[src/rtl/clock_pkg.sv]
// Shared definitions for the clock time-setting controller: state encoding,
// per-field limits and field widths.
package clock_pkg;

  typedef enum logic [1:0] {
    RUN   = 2'd0,
    SET_H = 2'd1,
    SET_M = 2'd2,
    SET_S = 2'd3
  } state_t;

  localparam int HOUR_MAX = 23;
  localparam int MIN_MAX  = 59;
  localparam int SEC_MAX  = 59;

  localparam int H_W = 5;
  localparam int M_W = 6;

endpackage

[src/rtl/mod_updown.sv]
// Wrap-around +/-1 step for one time field. up and down together leave the
// value unchanged.
module mod_updown #(
  parameter int MAX   = 59,
  parameter int WIDTH = 6
) (
  input  logic [WIDTH-1:0] value,
  input  logic             up,
  input  logic             down,
  output logic [WIDTH-1:0] next
);

  localparam logic [WIDTH-1:0] MAX_V = WIDTH'(MAX);

  always_comb begin
    next = value;
    if (up && !down) begin
      next = (value >= MAX_V) ? '0 : value + 1'b1;
    end else if (down && !up) begin
      next = (value == '0 || value > MAX_V) ? MAX_V : value - 1'b1;
    end
  end

endmodule

[src/rtl/clock_set_ctrl.sv]
// Time-setting controller: RUN -> SET_H -> SET_M -> SET_S -> RUN with a shadow
// hh:mm:ss, edit timeout and field blink. Define SEC_ZERO_EN to drop SET_S and
// commit with seconds cleared.
module clock_set_ctrl
  import clock_pkg::*;
#(
  parameter int CLK_HZ    = 1000000,
  parameter int TIMEOUT_S = 10,
  parameter int BLINK_HZ  = 2
) (
  input  logic           clk,
  input  logic           rst_n,
  input  logic           mode_p,
  input  logic           up_p,
  input  logic           down_p,
  input  logic [H_W-1:0] cur_h,
  input  logic [M_W-1:0] cur_m,
  input  logic [M_W-1:0] cur_s,
  output logic           run_en,
  output logic           load,
  output logic [H_W-1:0] load_h,
  output logic [M_W-1:0] load_m,
  output logic [M_W-1:0] load_s,
  output logic [1:0]     sel,
  output logic           blink
);

  localparam int TIMEOUT_CYCLES = TIMEOUT_S * CLK_HZ;
  localparam int HALF_CYCLES    = CLK_HZ / (2 * BLINK_HZ);
  localparam int TO_W           = $clog2(TIMEOUT_CYCLES + 1);
  localparam int BL_W           = $clog2(HALF_CYCLES + 1);
  localparam logic [TO_W-1:0] TO_LAST = TO_W'(TIMEOUT_CYCLES - 1);
  localparam logic [BL_W-1:0] BL_LAST = BL_W'(HALF_CYCLES - 1);

  state_t          state_q, state_d;
  logic [H_W-1:0]  h_q, h_d, h_step;
  logic [M_W-1:0]  m_q, m_d, m_step;
  logic [M_W-1:0]  s_q, s_d, s_step;
  logic [TO_W-1:0] to_cnt_q, to_cnt_d;
  logic [BL_W-1:0] bl_cnt_q, bl_cnt_d;
  logic            blink_q, blink_d;
  logic            load_q, load_d;
  logic            run_en_q, run_en_d;
  logic [1:0]      sel_q, sel_d;
  logic            edit_pulse;

  assign edit_pulse = up_p | down_p;

  mod_updown #(.MAX(HOUR_MAX), .WIDTH(H_W)) u_hours (
    .value(h_q), .up(up_p), .down(down_p), .next(h_step)
  );

  mod_updown #(.MAX(MIN_MAX), .WIDTH(M_W)) u_minutes (
    .value(m_q), .up(up_p), .down(down_p), .next(m_step)
  );

  mod_updown #(.MAX(SEC_MAX), .WIDTH(M_W)) u_seconds (
    .value(s_q), .up(up_p), .down(down_p), .next(s_step)
  );

  always_comb begin
    state_d  = state_q;
    h_d      = h_q;
    m_d      = m_q;
    s_d      = s_q;
    load_d   = 1'b0;
    to_cnt_d = '0;
    bl_cnt_d = '0;
    blink_d  = 1'b0;

    if (state_q == RUN) begin
      if (mode_p) begin
        state_d = SET_H;
        h_d     = cur_h;
        m_d     = cur_m;
        s_d     = cur_s;
      end
    end else if (mode_p) begin
      // Mode wins over a coincident up/down pulse.
      case (state_q)
        SET_H: state_d = SET_M;
`ifdef SEC_ZERO_EN
        SET_M: begin
          state_d = RUN;
          load_d  = 1'b1;
          s_d     = '0;
        end
`else
        SET_M: state_d = SET_S;
        SET_S: begin
          state_d = RUN;
          load_d  = 1'b1;
        end
`endif
        default: state_d = RUN;
      endcase
    end else if (edit_pulse) begin
      case (state_q)
        SET_H:   h_d = h_step;
        SET_M:   m_d = m_step;
        SET_S:   s_d = s_step;
        default: ;
      endcase
    end else if (to_cnt_q == TO_LAST) begin
      state_d = RUN;
    end else begin
      to_cnt_d = to_cnt_q + 1'b1;
    end

    // Blink restarts visible on entry to a field and on every adjustment.
    if (state_d == RUN || state_d != state_q || edit_pulse) begin
      blink_d  = 1'b0;
      bl_cnt_d = '0;
    end else if (bl_cnt_q == BL_LAST) begin
      blink_d  = ~blink_q;
      bl_cnt_d = '0;
    end else begin
      blink_d  = blink_q;
      bl_cnt_d = bl_cnt_q + 1'b1;
    end

    run_en_d = (state_d == RUN);
    sel_d    = state_d;
  end

  always_ff @(posedge clk or negedge rst_n) begin
    if (!rst_n) begin
      state_q  <= RUN;
      h_q      <= '0;
      m_q      <= '0;
      s_q      <= '0;
      to_cnt_q <= '0;
      bl_cnt_q <= '0;
      blink_q  <= 1'b0;
      load_q   <= 1'b0;
      run_en_q <= 1'b1;
      sel_q    <= 2'd0;
    end else begin
      state_q  <= state_d;
      h_q      <= h_d;
      m_q      <= m_d;
      s_q      <= s_d;
      to_cnt_q <= to_cnt_d;
      bl_cnt_q <= bl_cnt_d;
      blink_q  <= blink_d;
      load_q   <= load_d;
      run_en_q <= run_en_d;
      sel_q    <= sel_d;
    end
  end

  assign run_en = run_en_q;
  assign load   = load_q;
  assign load_h = h_q;
  assign load_m = m_q;
  assign load_s = s_q;
  assign sel    = sel_q;
  assign blink  = blink_q;

endmodule

[config.mk]
export PLATFORM = sky130hd
export DESIGN_NAME = clock_set_ctrl
export DESIGN_NICKNAME = d
export VERILOG_FILES = /design/src/rtl/clock_pkg.sv /design/src/rtl/mod_updown.sv /design/src/rtl/clock_set_ctrl.sv
export SDC_FILE = /design/constraint.sdc
export NUM_CORES = 1
export LEC_CHECK = 0
export BUFFER_PORTS_ARGS = -buffer_cell sky130_fd_sc_hd__buf_2
export CAP_MARGIN = 15
export CORE_ASPECT_RATIO = 1.2
export CORE_MARGIN = 1.5
export CORE_UTILIZATION = 60
export DETAILED_ROUTE_END_ITERATION = 7
export PLACE_DENSITY_LB_ADDON = 0.25
export REMOVE_ABC_BUFFERS = 1
export SLEW_MARGIN = 20
export SYNTH_ARGS = -nofsm -noshare
export SYNTH_HDL_FRONTEND = slang
export SYNTH_SLANG_ARGS = --single-unit
[constraint.sdc]
create_clock -name clk -period 3.55 [get_ports clk]
set_input_delay 0.71 -clock clk [delete_from_list [all_inputs] [get_ports clk]]
set_output_delay 0.71 -clock clk [all_outputs]
set_load 0.02 [all_outputs]
Word-level counts from Yosys, hierarchy flattened:

Cells that the tools add are included.

* $add $sub $neg: 8
* order comparisons: 6
* equal/unequal tests: 8
* mux-type cells: 44
* bitwise logic cells: 2
* reductions and logical operators: 23

Operators with widths (count)
* 6-bit two-way mux: 18
* 24-bit two-way mux: 4
* 5-bit two-way mux: 9
* 18-bit two-way mux: 2
* 24-bit by 1-bit adder with 24-bit output (second input constant): 1
* 24-bit equality test (second input constant): 1
* 18-bit by 1-bit adder with 18-bit output (second input constant): 1
* 18-bit equality test (second input constant): 1
* 5-bit AND reduction: 3
* 6-bit by 1-bit adder with 6-bit output (second input constant): 2
* 6-bit >= comparator (second input constant): 2
* 6-bit > comparator (second input constant): 2
* 6-bit zero test: 2
* 6-bit by 1-bit subtractor with 6-bit output (second input constant): 2
* 2-bit two-way mux: 5
* 2-bit nonzero test: 5
* 5-bit by 1-bit adder with 5-bit output (second input constant): 1
* 5-bit >= comparator (second input constant): 1
* 5-bit > comparator (second input constant): 1
* 5-bit zero test: 1
* 1-bit logical OR: 5
* 1-bit two-way mux: 5
* 5-bit by 1-bit subtractor with 5-bit output (second input constant): 1
* 2-bit equality test (second input constant): 2
* other kinds (11): 14

* flip-flop bits (word level): 64
* input port bits: 22
* output and inout port bits: 22
* logic and storage cells: 100

Logic depth before layout (Yosys ltp):

* word-level depth: 9
* depth in mapped cells: 9
* gate-level depth less buffers: 7

Hierarchy:

A second synthesis with hierarchy kept.

* cell total of the unflattened synthesis: 494
* area total of the unflattened synthesis: 4354.2 um2

By module, submodules not included
* clock_set_ctrl: times used 1, cells each 320, area an instance 3178.0 um2, sequential area each 1602.8 um2
* mod_updown at u_minutes ...: times used 2, cells each 62, area an instance 416.6 um2, sequential area each 0.0 um2
* mod_updown at u_hours: times used 1, cells each 50, area an instance 342.8 um2, sequential area each 0.0 um2

Worst setup path before layout:

Ideal clock, no wire load.

* kind: register to register
* start point: register sel[1] (netlist name)
* end point: register bl_cnt_q[10]
* arrival time: 2.087 ns
* data required time: 3.479 ns
* setup slack: 1.391 ns
* cell stages (with the launch flop): 10
* buffers on the path: 2
* period minus slack after synthesis: 2.159 ns
* cells stage by stage: dfrtp_1 > inv_1 > ha_1 > buf_2 > and3b_1 > nor3_1 > o221ai_1 > or3b_2 > buf_2 > nor2_1

RTL lines
* end signal, assigned: RTL line clock_set_ctrl.sv:144 `bl_cnt_q <= bl_cnt_d;`
* end, declared: RTL line clock_set_ctrl.sv:40 `logic [BL_W-1:0] bl_cnt_q, bl_cnt_d;`

==> metrics.cfg <==
[drt]
via_count=3551
vias_per_cell=6.01
wirelength_um=8910
first_pass_iters=5
drtIter0Drc=272
wire_per_inst_um=15.1
route.detailed.drc=0
drtAntennaViolNets=0

[clock_tree]
cts_resized=0
clock_latency_ns=0.34
cts_root_buf=clkbuf_8
cts_tree=yes
cts.sinks=64
cts_setup_buffers=0
path_clk_slew_ns=0.07
hold_buffers=0
h-tree-depth=3
cts.path.max_buffers=2
numCtsBuffers=9

[die]
start_util_pct=62.5
core_area_um2=6490
die_w_um=78.0
num_io_pins=44
die_area_um2=7260
rows=32
fp.dieH_um=93.0

[sta]
setup_viol=0
drv_slew=0
maxSlewHeadroom_pct=54.2
clock_skew_ns=0.00905
worstMarginPinSlew_ns=0.687
layout_worst_path_cycle_share_pct=73.8
fin_setup_tns_ns=0
fmax_mhz=382
rsz0062_at_grt=no
final_hold_viol_count=0
period_needed_ns=2.62
worst_slack_ns=0.932

[pwr]
max-vdd-ir-drop_mv=0.591
p_leak_uw=0.00199
p_sw_share_pct=41.3
p_seq_share_pct=35.7
p_int_uw=1820
switchingPower_uw=1280
power_frac_comb_pct=40.4
p_total_uw=3100
pwr-share-clk_pct=23.8
p_per_area_nw_per_um2=685

[global_routing]
grt_pass1_wl_um=15400
grt_pass1_vias=3376
grt_usage_pct=26.3
grt_max_degree=34
grt-ovfl-total=0
antenna_found_initial=0

[synth]
synth_area_um2=4050
syn_inst=466
synth_edf_count=0
synth_area_per_cell_um2=8.70
dominantRegCellSynth=dfrtp_1
synthArstFlopShare_pct=100
ys_seq_elements=64
ys.warnings.count=0
synth.distinct_cells=63
ys_seq_area_share_pct=39.5

[setup_path]
path_cells=inv_1 > ha_1 > buf_4 > and3b_1 > nor3_1 > o221ai_1 > or4b_1 > nor2_1
crit_end=bl_cnt_q[12]$_DFF_PN0_
worst_path_max_delay_cell=or4b_1
crit_arrival_ns=2.89
timing.rr.end=bl_cnt_q[12]$_DFF_PN0_
worst_setup_path_start_kind=flip-flop
crit_type=flip-flop to flip-flop
rr_worst_depth=8
cp_max_fo=15
end_kind=flip-flop
max_stage_delay_ns=0.64
worst-r2r-setup-slack_ns=0.93
crit_start=sel[1]$_DFF_PN0_
crit_required_ns=3.82
r2r_start=sel[1]$_DFF_PN0_

[place]
gp_congestion=0.875
dp_hpwl_um=6270
io_buffers=43
place_ws_ns=0.965

[final_layout]
areaGrowthSynthToFinish_pct=11.8
diodes=0
layout.nets=538
drive_above_1_share_pct=14.6

[hold_path]
hp-class=input port to asynchronous set/reset pin

[flow_run]
cap_violations=0

[run_status]
status=completed

-- worst min-delay path by stage --
stage / slack, ns / end / startpoint / cells after the start
2_1_floorplan: 0.41 / bl_cnt_q[0]$_DFF_PN0_ / rst_n / 0
3_3_place_gp: 0.48 / bl_cnt_q[0]$_DFF_PN0_ / bl_cnt_q[0]$_DFF_PN0_ / 1
3_5_place_dp: 0.48 / bl_cnt_q[0]$_DFF_PN0_ / bl_cnt_q[0]$_DFF_PN0_ / 1
4_1_cts: 0.41 / bl_cnt_q[14]$_DFF_PN0_ / rst_n / 1
5_1_grt: 0.47 / bl_cnt_q[14]$_DFF_PN0_ / rst_n / 1
6_report: 0.41 / bl_cnt_q[17]$_DFF_PN0_ / rst_n / 1
-- layer usage --
| layer | global-route usage, % | part of all wire [%] | vias to the layer above |
|---|---|---|---|
| li1 | - | - | 1731 |
| met1 | 35.1 | 46 | 1691 |
| met2 | 43.3 | 48 | 106 |
| met3 | 4.10 | 4.6 | 23 |
| met4 | 9.97 | 1.8 | 0 |
| met5 | 0 | 0 | - |
-- cells in the mapped netlist (all sizes together), types with 4 or more instances --
cell type  number  area [um2]
a21oi          18        90.1
clkbuf         12        45.0
o21ai          22         110
nand4          11        68.8
nand3          24         120
and3           16         105
and2            4        25.0
nor3           16        80.1
xnor2          16         140
and4            4        35.0
dfrtp          63        1580
ha             14         175
xor2           27         236
inv            23        86.3
nand2          32         120
nor2b           7        43.8
nor4            6        58.8
a31oi           7        43.8
nor4b           5        43.8
buf            11        68.8
nor2           70         268
nand3b          8        60.1
-- critical path, delay by kind of cell, from the launching register on --
kind            cells  cell delay [ns]
flops               1             0.51
simple gates        4             1.07
buf+inv             2             0.40
fa+ha+maj           1             0.37
compound gates      1             0.20
-- through the flow --
stage | area, um2 | instances | utilization [%] | hold slack, ns
4_1_cts | 4530 | 591 | 69.9 | 0.414
3_5_place_dp | 4300 | 576 | 66.3 | 0.482
5_1_grt | 4530 | 591 | 69.9 | 0.469
6_report | 4530 | 591 | 69.9 | 0.405
3_3_place_gp | 4300 | 576 | 66.3 | 0.479
2_1_floorplan | 3940 | 443 | - | 0.414
-- logic make-up after synthesis --
group | count (synthesis) | share of synthesized area [%]
buffers and inverters | 46 | 4.94
AND/OR/NAND/NOR | 214 | 27.6
flip-flops | 64 | 39.5
adder cells (fa/ha/maj) | 15 | 4.57
AO/OA/AOI/OAI | 84 | 14.1
XOR/XNOR | 43 | 9.29
-- sequential cells by signal (all words and copies together) (netlist names) --
name      count
bl_cnt_q     18
load_s        6
load_m        6
sel           2
blink         1
to_cnt_q     24
load_h        5
run_en        1
load          1
-- placed cells by master (no fill, tap or decap), types with 14 or more instances in the layout --
| master | instances |
|---|---|
| ha_1 | 14 |
| buf_2 | 43 |
| nor3_1 | 16 |
| nand3_1 | 24 |
| inv_1 | 23 |
| xor2_1 | 27 |
| nor2_1 | 68 |
| nand2_1 | 32 |
| xnor2_1 | 16 |
| a21oi_1 | 18 |
| and3_1 | 15 |
| dfrtp_1 | 63 |
| o21ai_0 | 22 |
-- area by class of cell --
cell class	count	area, um2
well taps	85	106
inverters	23	86.3
clock inverters	6	109
multi-input cells	356	2250
flip-flops and latches	64	1600
repair buffers	48	253
fillers	516	1950
clock buffers	9	124
-- power groups by stage --
stage	sequential (uW)	clock, uW	combinational [uW]
floorplan	1190	0	769
global placement	1100	0	1210
detailed placement	1120	0	1240
CTS	1100	754	1250
global route	1140	784	1390
finish	1110	739	1250
No activity file was read; power rests on OpenSTA's default activity.
